[config.mk]
export PLATFORM = sky130hd
export DESIGN_NAME = ddr2_traffic_gen
export DESIGN_NICKNAME = d
export VERILOG_FILES = /design/src/rtl/ddr2_traffic_gen.sv
export SDC_FILE = /design/constraint.sdc
export NUM_CORES = 1
export LEC_CHECK = 0
export CORE_MARGIN = 3
export CORE_UTILIZATION = 35
export CTS_BUF_LIST = sky130_fd_sc_hd__clkbuf_4 sky130_fd_sc_hd__clkbuf_8
export DETAILED_ROUTE_END_ITERATION = 8
export RECOVER_POWER = 50
export SLEW_MARGIN = 20
export SYNTH_ARGS = -nofsm -noshare
export SYNTH_HDL_FRONTEND = slang
export SYNTH_SLANG_ARGS = --single-unit
[constraint.sdc]
create_clock -name clk -period 6.29 [get_ports clk]
set_input_delay 0.629 -clock clk [delete_from_list [all_inputs] [get_ports clk]]
set_output_delay 0.629 -clock clk [all_outputs]
set_load 0.02 [all_outputs]
[src/rtl/ddr2_traffic_gen.sv]
// Self-checking DDR2 host-port traffic generator: a write pass, then a read pass
// over an address window, checking every returned word against an address pattern.
module ddr2_traffic_gen #(
  parameter int                ADDR_W        = 25,
  parameter int                DATA_W        = 16,
  parameter int                NUM_XFERS     = 64,
  parameter logic [ADDR_W-1:0] BASE_ADDR     = '0,
  parameter logic [DATA_W-1:0] SEED          = 16'hA5C3,
  parameter int                FILL_LIMIT    = 56,
  parameter int                DRAIN_TIMEOUT = 4096
) (
  input  logic              clk,
  input  logic              reset,
  input  logic              start,
  input  logic              mode,
  input  logic [1:0]        blk_sz,
  input  logic              ready,
  input  logic              notfull,
  input  logic [6:0]        fillcount,
  input  logic [DATA_W-1:0] dout,
  input  logic [ADDR_W-1:0] raddr,
  input  logic              validout,
  output logic [2:0]        cmd,
  output logic [1:0]        sz,
  output logic [2:0]        op,
  output logic              fetching,
  output logic [DATA_W-1:0] din,
  output logic [ADDR_W-1:0] addr,
  output logic              busy,
  output logic              done,
  output logic              pass,
  output logic [15:0]       err_count,
  output logic [15:0]       rd_count,
  output logic              timeout
);

  localparam logic [2:0] CMD_NOP = 3'b000;
  localparam logic [2:0] CMD_SCR = 3'b001;
  localparam logic [2:0] CMD_SCW = 3'b010;
  localparam logic [2:0] CMD_BLR = 3'b011;
  localparam logic [2:0] CMD_BLW = 3'b100;
  localparam logic [15:0] LAST_XFER = 16'(NUM_XFERS - 1);

  typedef enum logic [2:0] {
    S_IDLE, S_WAIT_RDY, S_WRITE, S_READ, S_DRAIN, S_DONE
  } state_t;

  state_t      state;
  logic        mode_r;
  logic [5:0]  stride;
  logic [5:0]  word_k;
  logic [15:0] xfer_idx;
  logic [31:0] exp_total;
  logic [31:0] rd_total;
  logic [31:0] wd;

  function automatic logic [DATA_W-1:0] pat(input logic [ADDR_W-1:0] a);
    pat = DATA_W'(a) ^ SEED ^ DATA_W'(a >> DATA_W);
  endfunction

  logic              accept;
  logic              rx;
  logic              word_bad;
  logic [ADDR_W-1:0] rd_off;
  logic [ADDR_W-1:0] next_addr;
  logic [ADDR_W-1:0] next_word_addr;
  logic [5:0]        words_in;

  assign op             = CMD_NOP;
  assign accept         = notfull && ({25'd0, fillcount} <= 32'(FILL_LIMIT));
  assign rx             = validout && (state == S_READ || state == S_DRAIN);
  assign rd_off         = raddr - BASE_ADDR;
  // Out-of-window addresses and surplus words both count as mismatches.
  assign word_bad       = (dout != pat(raddr)) || !(64'(rd_off) < 64'(exp_total)) ||
                          (rd_total >= exp_total);
  assign next_addr      = addr + ADDR_W'(stride);
  assign next_word_addr = addr + ADDR_W'(word_k) + ADDR_W'(1);
  assign words_in       = mode ? ({1'b0, blk_sz, 3'b000} + 6'd8) : 6'd1;

  always_ff @(posedge clk or posedge reset) begin
    if (reset) begin
      state     <= S_IDLE;
      mode_r    <= 1'b0;
      stride    <= '0;
      word_k    <= '0;
      xfer_idx  <= '0;
      exp_total <= '0;
      rd_total  <= '0;
      wd        <= '0;
      cmd       <= CMD_NOP;
      sz        <= '0;
      fetching  <= 1'b0;
      din       <= '0;
      addr      <= '0;
      busy      <= 1'b0;
      done      <= 1'b0;
      pass      <= 1'b0;
      err_count <= '0;
      rd_count  <= '0;
      timeout   <= 1'b0;
    end else begin
      if (rx) begin
        rd_total <= rd_total + 32'd1;
        if (rd_count != 16'hFFFF) rd_count <= rd_count + 16'd1;
        if (word_bad && err_count != 16'hFFFF) err_count <= err_count + 16'd1;
      end
      case (state)
        S_IDLE: begin
          if (start) begin
            mode_r    <= mode;
            sz        <= mode ? blk_sz : 2'b00;
            stride    <= words_in;
            exp_total <= 32'(NUM_XFERS) * {26'd0, words_in};
            rd_total  <= '0;
            rd_count  <= '0;
            err_count <= '0;
            done      <= 1'b0;
            pass      <= 1'b0;
            timeout   <= 1'b0;
            busy      <= 1'b1;
            xfer_idx  <= '0;
            word_k    <= '0;
            wd        <= '0;
            state     <= S_WAIT_RDY;
          end
        end
        S_WAIT_RDY: begin
          if (ready) begin
            cmd   <= mode_r ? CMD_BLW : CMD_SCW;
            addr  <= BASE_ADDR;
            din   <= pat(BASE_ADDR);
            state <= S_WRITE;
          end
        end
        S_WRITE: begin
          if (accept) begin
            if (word_k != stride - 6'd1) begin
              word_k <= word_k + 6'd1;
              din    <= pat(next_word_addr);
            end else begin
              word_k <= '0;
              if (xfer_idx == LAST_XFER) begin
                xfer_idx <= '0;
                cmd      <= CMD_NOP;
                addr     <= BASE_ADDR;
                fetching <= 1'b1;
                state    <= S_READ;
              end else begin
                xfer_idx <= xfer_idx + 16'd1;
                addr     <= next_addr;
                din      <= pat(next_addr);
              end
            end
          end
        end
        S_READ: begin
          // The first READ cycle is a NOP gap between the two passes.
          if (cmd == CMD_NOP) begin
            cmd <= mode_r ? CMD_BLR : CMD_SCR;
          end else if (accept) begin
            if (xfer_idx == LAST_XFER) begin
              cmd   <= CMD_NOP;
              wd    <= '0;
              state <= S_DRAIN;
            end else begin
              xfer_idx <= xfer_idx + 16'd1;
              addr     <= next_addr;
            end
          end
        end
        S_DRAIN: begin
          if (rd_total >= exp_total) begin
            fetching <= 1'b0;
            state    <= S_DONE;
          end else if (validout) begin
            wd <= '0;
          end else if (wd >= 32'(DRAIN_TIMEOUT - 1)) begin
            timeout  <= 1'b1;
            fetching <= 1'b0;
            state    <= S_DONE;
          end else begin
            wd <= wd + 32'd1;
          end
        end
        S_DONE: begin
          busy  <= 1'b0;
          done  <= 1'b1;
          pass  <= (err_count == 16'd0) && (rd_total == exp_total) && !timeout;
          state <= S_IDLE;
        end
        default: state <= S_IDLE;
      endcase
    end
  end

endmodule

==> run_results.csv, run 1 <==
group,metric,value,unit
drt,drcViolationCount,0,
global_routing,antenna_found_initial,0,
clock_network,postCtsSetupRepairBufs,0,
setup_path,end_kind,"asynchronous set/reset pin",
run,maxCapViolCount,1,
clock_network,holdBufCountCts,0,
drt,totalWireLength,29000,um
logic_synthesis,synth-main-ff-cell,"dfrtp_1",
logic_synthesis,yosys.cell_types.count,83,
logic_synthesis,yosysWarnings,0,
logic_synthesis,synthCells,1225,
setup_path,cp.required,6810,ps
clock_network,post_cts_resized,0,
clock_network,clock-sinks,177,
setup_path,rrSetupSlack,2940,ps
global_routing,grt_use_total,17.38,%
drt,viasPerCell,5.416,
floorplan,dieHeight,181.2,um
setup_path,cp.arrival,4370,ps
global_routing,grt_use_met1,24.59,%
setup_path,crit_chain,"dlygate4sd3_1, clkinvlp_2, buf_4",
setup_path,slowest_delay,2220,ps
sta,rsz0062_at_grt,"no",
pwr,ir_worst_vdd,0.1767,mV
sta,maxSlewHeadroom,-170.0,%
sta,finalCriticalPeriod,3853,ps
drt,postRouteAntennaNets,0,
floorplan,rows,63,
finish,final_cells,1736,
floorplan,fp.dieArea,32820,um^2
finish,area_growth,19.70,%
setup_path,slowest_stage,"clkinvlp_2",
place,dp_hpwl,20610,um
clock_network,clkTransAtPathRegs,100,ps
setup_path,worstPathMaxFanout,88,
clock_network,clkLatencyLatePin,470,ps
clock_network,numCtsBuffers,17,
setup_path,reg2reg_to,"wd[6]",
global_routing,global_route.usage.met2,27.34,%
floorplan,die_w,181.2,um
place,placed_cells,1704,
finish,drive_above_1_share,6.241,%
floorplan,start_util,35.85,%
logic_synthesis,synth_edf_count,0,
logic_synthesis,yosys_register_bits,177,
logic_synthesis,yosysSeqAreaShare,41.24,%
place,place_area,12410,um^2
drt,drt-initial-drc-count,680,
sta,worst_slew_pin_slew,4028,ps
sta,whs,486.7,ps
outcome,outcome,"finished with violations",
sta,drv_slew,89,
logic_synthesis,synth_top_area_share,41.24,%
place,gp_congestion,0.8652,
floorplan,ios,143,
sta,period_share,61.25,%
clock_network,htree_num_levels,4,
setup_path,cp.depth,3,
setup_path,crit_end,"done",
setup_path,crit_type,"primary input to asynchronous set/reset pin",
drt,route.vias.total,9402,
global_routing,grt_pass1_wl,47400,um
logic_synthesis,syn_avg_cell_area,8.767,um^2
finish,n_antenna_cell,0,
floorplan,core,29950,um^2
drt,route.detailed.wl_per_inst,16.71,um
logic_synthesis,synth.area.top_cells,"dfrtp_1 (41%), nor2_1 (5.1%), xnor2_1 (4.9%)",
hold_path,min_path_type,"register to register",
drt,detail_route.first_pass.iterations,6,
setup_path,cp_top_family,"buffers and inverters",
clock_network,cts_tree,"done",
setup_path,cp_num_buf_inv,3,
logic_synthesis,synth_area_leader_cell,"dfrtp_1",
clock_network,root_buffer,"clkbuf_8",
finish,nNetsFinal,1419,
global_routing,overflow,0,
setup_path,worst_setup_path_start_kind,"primary input",
place,port_buffers,139,
setup_path,cp-startpoint,"reset",
pwr,p_leak,5.247,nW
sta,fin_worst_skew,22.60,ps
setup_path,worstRegToRegCells,8,
global_routing,top_usage_layer,"met2",
logic_synthesis,postSynth.asyncResetShare,100.0,%
sta,setup_viol,0,
sta,final.setup.tns,0,ps
setup_path,r2r-start,"wd[0]",
sta,hold_viol,0,
logic_synthesis,synth_area,10740,um^2
global_routing,use_met3,3.463,%
clock_network,clockBufferDepth,2,
finish,final_cell_area,12850,um^2
global_routing,grt_pass1_vias,8994,
sta,fmax,0.2596,GHz
outcome,violations,"capacitance limit, slew limit",
global_routing,grt_max_degree,89,
pwr,design_power_total,3.452,mW
pwr,power_density,268.5,nW/um^2
## placed cells by master, fill, tap and decap left out, types with 8 or more instances in the layout
master,instances
o21ai_1,20
nand3_1,60
o21ai_0,90
and2_1,15
xnor2_1,60
a31oi_1,26
or3_1,18
nor4_1,25
clkdlybuf4s50_1,99
clkbuf_8,17
ha_1,28
dlygate4sd3_1,40
dfrtp_1,177
xor2_1,40
inv_1,29
or4_1,8
o31ai_1,22
nand4_1,29
a21oi_1,54
nand2_1,120
nor3_1,23
nor2_1,146
and3_1,27
mux2i_1,12
and4_1,11
## cell usage after synthesis, types with 27 or more instances
cell and number:
and3_1 27, nor2_1 147, xnor2_1 60, xor2_1 40, inv_1 30, clkbuf_1 27, nand2_1 120, nand4_1 29
o21ai_0 90, nand3_1 60, dfrtp_1 177, a21oi_1 54, ha_1 28
## tightest hold or removal path, delay by kind of cell, from the launching register on
family	cells	cell delay, ps
flops	1	360
compound gates	1	60
simple gates	1	40
## flip-flops by register name (all words and copies together) (netlist names), 2 cells and up
name / count
rd_count: 16
din: 16
rd_total: 32
sz: 2
cmd: 3
wd: 32
addr: 25
word_k: 6
state: 3
exp_total: 4
err_count: 16
xfer_idx: 16
## worst min path at each step
stage             from  endpoint  cells past startpoint
2_1_floorplan   wd[10]    wd[10]                      1
4_1_cts         wd[10]    wd[10]                      1
6_report       din[11]   din[11]                      2
3_3_place_gp     sz[0]     sz[0]                      2
5_1_grt         din[0]    din[0]                      1
3_5_place_dp     sz[1]     sz[1]                      2
## layout make-up
cell class | count | area [um^2]
fill | 2963 | 17100
clock buffer | 18 | 241.5
clock inverter | 14 | 192.7
multi-input combinational | 962 | 5953
tap | 390 | 488.0
inverter | 30 | 113.9
sequential | 177 | 4429
timing repair buffer | 145 | 1436
## routing by layer
metal | up-vias | part of all wire, %
li1 | 4616 | -
met1 | 4550 | 47
met2 | 215 | 47
met3 | 21 | 4.8
met4 | 0 | 1.6
met5 | - | 0
## cell families (layout without fill, tap and decap cells)
| family | count (synthesis) | count (layout) | synth area share [%] |
|---|---|---|---|
| and+or+nand+nor | 538 | 538 | 25.99 |
| AOI/OAI and AO/OA | 279 | 279 | 16.28 |
| DFF | 177 | 177 | 41.24 |
| xor gates and xnor gates | 100 | 100 | 8.156 |
| buffers and inverters | 88 | 207 | 3.623 |
| adders and majority gates | 29 | 29 | 3.449 |
| muxes | 13 | 13 | 1.223 |
| other | 1 | 3 | 0.03492 |
## report_power, final
part | switching (mW) | internal, mW
clock network | 0.466 | 0.414
logic | 0.703 | 0.476
registers | 0.153 | 1.24
## through the flow
stage               setup slack [ps]  util (%)
floorplan                      859.1         -
global placement                2647     41.43
detailed placement              2554     41.43
CTS                             2977     42.88
global route                    1712     42.92
finish                          2437     42.92
No activity file was read; power rests on OpenSTA's default activity.
==> inputs of run 2 (changes only) <==
clock period = 3.56 ns   (was 6.29 ns; I/O delays follow)
==> run_results.csv, run 2 (synthesis gave the netlist of run 1 again) <==
group,metric,value,unit
finish,top_regs,"rd_total x32, wd x32, addr x25",
finish,area_growth,20.46,%
floorplan,fp.dieArea,32820,um^2
place,gp_congestion,0.8533,
finish,final_cell_area,12940,um^2
sta,maxSlewHeadroom,-16.73,%
clock_network,htree_num_levels,4,
global_routing,grt_pass1_vias,9253,
place,dp_hpwl,21540,um
global_routing,grt_pass1_wl,48860,um
finish,n_antenna_cell,0,
global_routing,grt_max_degree,39,
finish,final_cells,1757,
place,port_buffers,139,
pwr,p_int,3.604,mW
sta,rsz0062_at_grt,"no",
floorplan,die_w,181.2,um
pwr,p_clk_share,22.8,%
clock_network,clockBufferDepth,2,
setup_path,crit_chain,"ha_1, and3_1, nand3_1, nor3_2, a21oi_1, and3_1, buf_4, nand4_1, o21ai_0",
pwr,power_density,460.7,nW/um^2
global_routing,overflow,0,
floorplan,dieHeight,181.2,um
sta,fin_worst_skew,24.72,ps
sta,period_share,83.65,%
setup_path,slowest_stage,"and3_1",
sta,finalCriticalPeriod,2978,ps
finish,final_common_cell,"dfrtp_1",
setup_path,cp.arrival,3360,ps
clock_network,numCtsBuffers,17,
finish,regArea,4429,um^2
clock_network,post_cts_resized,0,
place,place_area,12620,um^2
setup_path,crit_type,"register to register",
finish,multi_input_area,5939,um^2
clock_network,root_buffer,"clkbuf_8",
sta,drv_slew,75,
setup_path,end_kind,"register",
hold_path,min_path_type,"register to register",
sta,fmax,0.3358,GHz
setup_path,path_common_cell,"and3_1",
drt,postRouteAntennaNets,0,
clock_network,postCtsSetupRepairBufs,0,
pwr,ir_worst_vdd,0.2423,mV
drt,route.vias.total,9478,
floorplan,core,29950,um^2
setup_path,slowest_delay,600,ps
place,pre_cts_ws,358.5,ps
pwr,design_power_total,5.960,mW
drt,drcViolationCount,0,
finish,drive_above_1_share,7.608,%
sta,final.setup.tns,0,ps
sta,hold_viol,0,
setup_path,worstPathMaxFanout,11,
floorplan,start_util,35.85,%
clock_network,holdBufCountCts,0,
finish,final_cell_mix,"dfrtp_1 (177), nor2_1 (146), nand2_1 (120)",
drt,drt-initial-drc-count,745,
sta,finalWorstSetupSlack,581.9,ps
clock_network,clock-sinks,177,
drt,totalWireLength,29440,um
global_routing,grt_use_total,17.87,%
floorplan,rows,63,
setup_path,worst_setup_path_start_kind,"register",
pwr,netSwitchingFraction,39.53,%
setup_path,cp.required,3940,ps
pwr,switching_power,2.356,mW
global_routing,antenna_found_initial,0,
drt,detail_route.first_pass.iterations,5,
clock_network,clkTransAtPathRegs,90,ps
drt,route.detailed.wl_per_inst,16.76,um
sta,setup_viol,0,
pwr,seqPwrFrac,40.9,%
outcome,violations,"capacitance limit, slew limit",
pwr,p_leak,5.309,nW
clock_network,cts_tree,"done",
finish,nNetsFinal,1440,
floorplan,ios,143,
finish,nFillCells,2946,
pwr,combPwrFrac,36.3,%
run,maxCapViolCount,2,
sta,worst_slew_pin_slew,1751,ps
drt,viasPerCell,5.394,
clock_network,clkLatencyLatePin,480,ps
outcome,outcome,"finished with violations",
place,placed_cells,1725,
==> run 2: cell types whose count changed in the layout (fill, tap and decap cells not counted), sizes merged <==
cell           previous run  this run
buf                       6        23
clkbuf                   18        22
clkinvlp                  2         4
dlygate4sd3              40        39
bufinv                    3         0
clkdlybuf4s50            99       100
clkinv                    2         3
==> run 2: path summary, 6_finish.rpt <==
path                             start      endpoint  slack (ps)  depth (start not counted)
max                        xfer_idx[0]  xfer_idx[14]         580                          9
min                              sz[1]         sz[1]         470                          2
max reg2reg                xfer_idx[0]  xfer_idx[14]         580                          9
min reg2reg                      sz[1]         sz[1]         470                          2
max in group asynchronous        reset       addr[2]        1210                          3
min in group asynchronous        reset        wd[21]         750                          2
==> run 2: routing by layer <==
layer / share of wire (%) / global-route usage, % / routed length [um]
met5: 0 / 0 / 0
met4: 0.94 / 3.687 / 278
met3: 4.5 / 3.342 / 1322
met2: 46 / 28.36 / 13550
met1: 49 / 25.56 / 14290
==> run 2: critical path, delay by kind of cell (launching register included) <==
family	cells	cell delay (ps)
simple gates	5	1190
compound gates	2	740
flops	1	440
buf+inv	1	270
fa+ha+maj	1	250
==> run 2: power by group through the flow <==
stage | Sequential [mW] | Combinational [mW] | Clock (mW)
6_report | 2.44 | 2.16 | 1.36
5_1_grt | 2.47 | 2.42 | 1.48
4_1_cts | 2.44 | 2.21 | 1.40
3_5_place_dp | 2.48 | 2.21 | 0
3_3_place_gp | 2.48 | 2.17 | 0
2_1_floorplan | 2.53 | 1.37 | 0
==> run 2: layout make-up <==
type	count	area share (%)
inverters	30	0.8802
repair buffers	166	12.33
multi-input cells	962	45.91
clock inverters	14	0.9479
well taps	390	3.772
flip-flops and latches	177	34.24
clock buffers	18	1.915
==> run 2: metrics by stage <==
stage               utilization (%)  hold slack (ps)
floorplan                         -            447.3
global placement              42.12            456.7
detailed placement            42.12            459.5
CTS                           43.36            438.1
global route                  43.19            513.2
finish                        43.19            468.7
==> inputs of run 3 (changes only) <==
clock period = 2.9 ns   (was 3.56 ns; I/O delays follow)
==> run_results.csv, run 3 (synthesis gave the netlist of run 1 again) <==
group,metric,value,unit
pwr,switching_power,2.922,mW
clock_network,clock-sinks,177,
floorplan,rows,63,
place,dp_hpwl,22120,um
place,pre_cts_ws,46.95,ps
sta,setup_viol,0,
finish,final_common_cell,"dfrtp_1",
floorplan,core,29950,um^2
clock_network,htree_num_levels,4,
finish,nNetsFinal,1468,
clock_network,clkTransAtPathRegs,100,ps
floorplan,dieHeight,181.2,um
pwr,p_clk_share,24.5,%
drt,totalWireLength,29880,um
sta,maxSlewHeadroom,13.67,%
global_routing,grt_pass1_vias,9231,
setup_path,end_kind,"register",
drt,drcViolationCount,0,
pwr,netSwitchingFraction,38.25,%
finish,drive_above_1_share,9.247,%
setup_path,crit_type,"register to register",
sta,period_share,94.95,%
run,maxCapViolCount,0,
finish,multi_input_area,5939,um^2
drt,viasPerCell,5.412,
global_routing,grt_use_total,18.13,%
finish,top_regs,"rd_total x32, wd x32, addr x25",
setup_path,worst_setup_path_start_kind,"register",
sta,drv_slew,0,
sta,fin_worst_skew,16.70,ps
floorplan,fp.dieArea,32820,um^2
drt,route.vias.total,9660,
drt,route.detailed.wl_per_inst,16.74,um
global_routing,antenna_found_initial,0,
hold_path,min_path_type,"register to register",
place,port_buffers,139,
drt,postRouteAntennaNets,0,
pwr,seqPwrFrac,39.2,%
clock_network,root_buffer,"clkbuf_8",
place,gp_congestion,0.8736,
sta,final.setup.tns,0,ps
drt,detail_route.first_pass.iterations,5,
clock_network,postCtsSetupRepairBufs,0,
outcome,outcome,"completed",
global_routing,grt_pass1_wl,49450,um
pwr,p_int,4.717,mW
sta,finalWorstSetupSlack,146.3,ps
clock_network,clkLatencyLatePin,470,ps
floorplan,start_util,35.85,%
clock_network,cts_tree,"done",
pwr,power_density,576.7,nW/um^2
finish,nFillCells,2939,
finish,final_cell_mix,"dfrtp_1 (177), nor2_1 (146), nand2_1 (120)",
pwr,ir_worst_vdd,0.3531,mV
sta,rsz0062_at_grt,"no",
clock_network,post_cts_resized,0,
setup_path,cp.arrival,3120,ps
floorplan,ios,143,
pwr,combPwrFrac,36.4,%
pwr,p_leak,5.493,nW
clock_network,holdBufCountCts,0,
finish,n_antenna_cell,0,
setup_path,worstPathMaxFanout,5,
global_routing,grt_max_degree,67,
sta,worst_slew_pin_slew,1295,ps
setup_path,cp.required,3270,ps
clock_network,clockBufferDepth,2,
finish,regArea,4429,um^2
floorplan,die_w,181.2,um
sta,fmax,0.3632,GHz
sta,hold_viol,0,
global_routing,overflow,0,
sta,finalCriticalPeriod,2754,ps
clock_network,numCtsBuffers,17,
drt,drt-initial-drc-count,757,
finish,area_growth,23.34,%
sta,whs,481.0,ps
==> run 3: changes by cell type in the layout (fill, tap and decap cells not counted), moves of 2 or more <==
cell,previous run,this run
inv_6,5,3
buf_12,1,5
clkbuf_1,1,4
clkinv_4,2,4
buf_4,22,44
bufinv_16,0,2
clkinvlp_4,3,0
==> run 3: metrics by stage <==
| step | total power, mW | cell area, um^2 | utilization [%] | instances |
|---|---|---|---|---|
| 2_1_floorplan | 4.783 | 10750 | - | 1227 |
| 3_3_place_gp | 5.831 | 12860 | 42.95 | 1753 |
| 3_5_place_dp | 5.863 | 12860 | 42.95 | 1753 |
| 4_1_cts | 7.754 | 13290 | 44.38 | 1785 |
| 5_1_grt | 8.130 | 13250 | 44.22 | 1785 |
| 6_report | 7.639 | 13250 | 44.22 | 1785 |
==> run 3: worst max-delay path, stage by stage, from the launching register on <==
cell	delay (ps)
dfrtp_1	490
ha_1	420
nand4_1	130
a211oi_1	290
buf_4	180
nand2_1	70
nor4_1	530
mux2i_1	180
xor2_1	180
o22a_1	180
==> run 3: routing by layer <==
layer | vias to the layer above | GRT usage [%] | share of wire, %
li1 | 4738 | - | -
met1 | 4677 | 25.94 | 47
met2 | 221 | 28.63 | 47
met3 | 24 | 3.604 | 5.2
met4 | 0 | 3.687 | 0.76
met5 | - | 0 | 0
==> run 3: cell type report <==
cell class	count	share of cell area (%)
clock buffer	19	1.974
clock inverter	13	1.256
inverter	30	0.8596
multi-input combinational	962	44.84
sequential	177	33.44
tap	390	3.684
timing repair buffer	194	13.94
==> run 3: worst paths after layout <==
| path | slack (ps) | depth (start not counted) | endpoint | start |
|---|---|---|---|---|
| worst min-delay path | 480 | 2 | sz[0] | sz[0] |
| worst max-delay path | 150 | 9 | din[15] | addr[3] |
| max in group asynchronous | 560 | 3 | rd_total[23] | reset |
| worst max register to register | 150 | 9 | din[15] | addr[3] |
| worst min register to register | 480 | 2 | sz[0] | sz[0] |
| min in group asynchronous | 530 | 2 | wd[27] | reset |
==> run 3: power by group through the flow <==
stage	clock network (mW)	logic (mW)	registers [mW]
global route	2.02	3.08	3.03
floorplan	0	1.68	3.10
global placement	0	2.79	3.04
finish	1.87	2.78	2.99
detailed placement	0	2.83	3.04
CTS	1.92	2.84	2.99
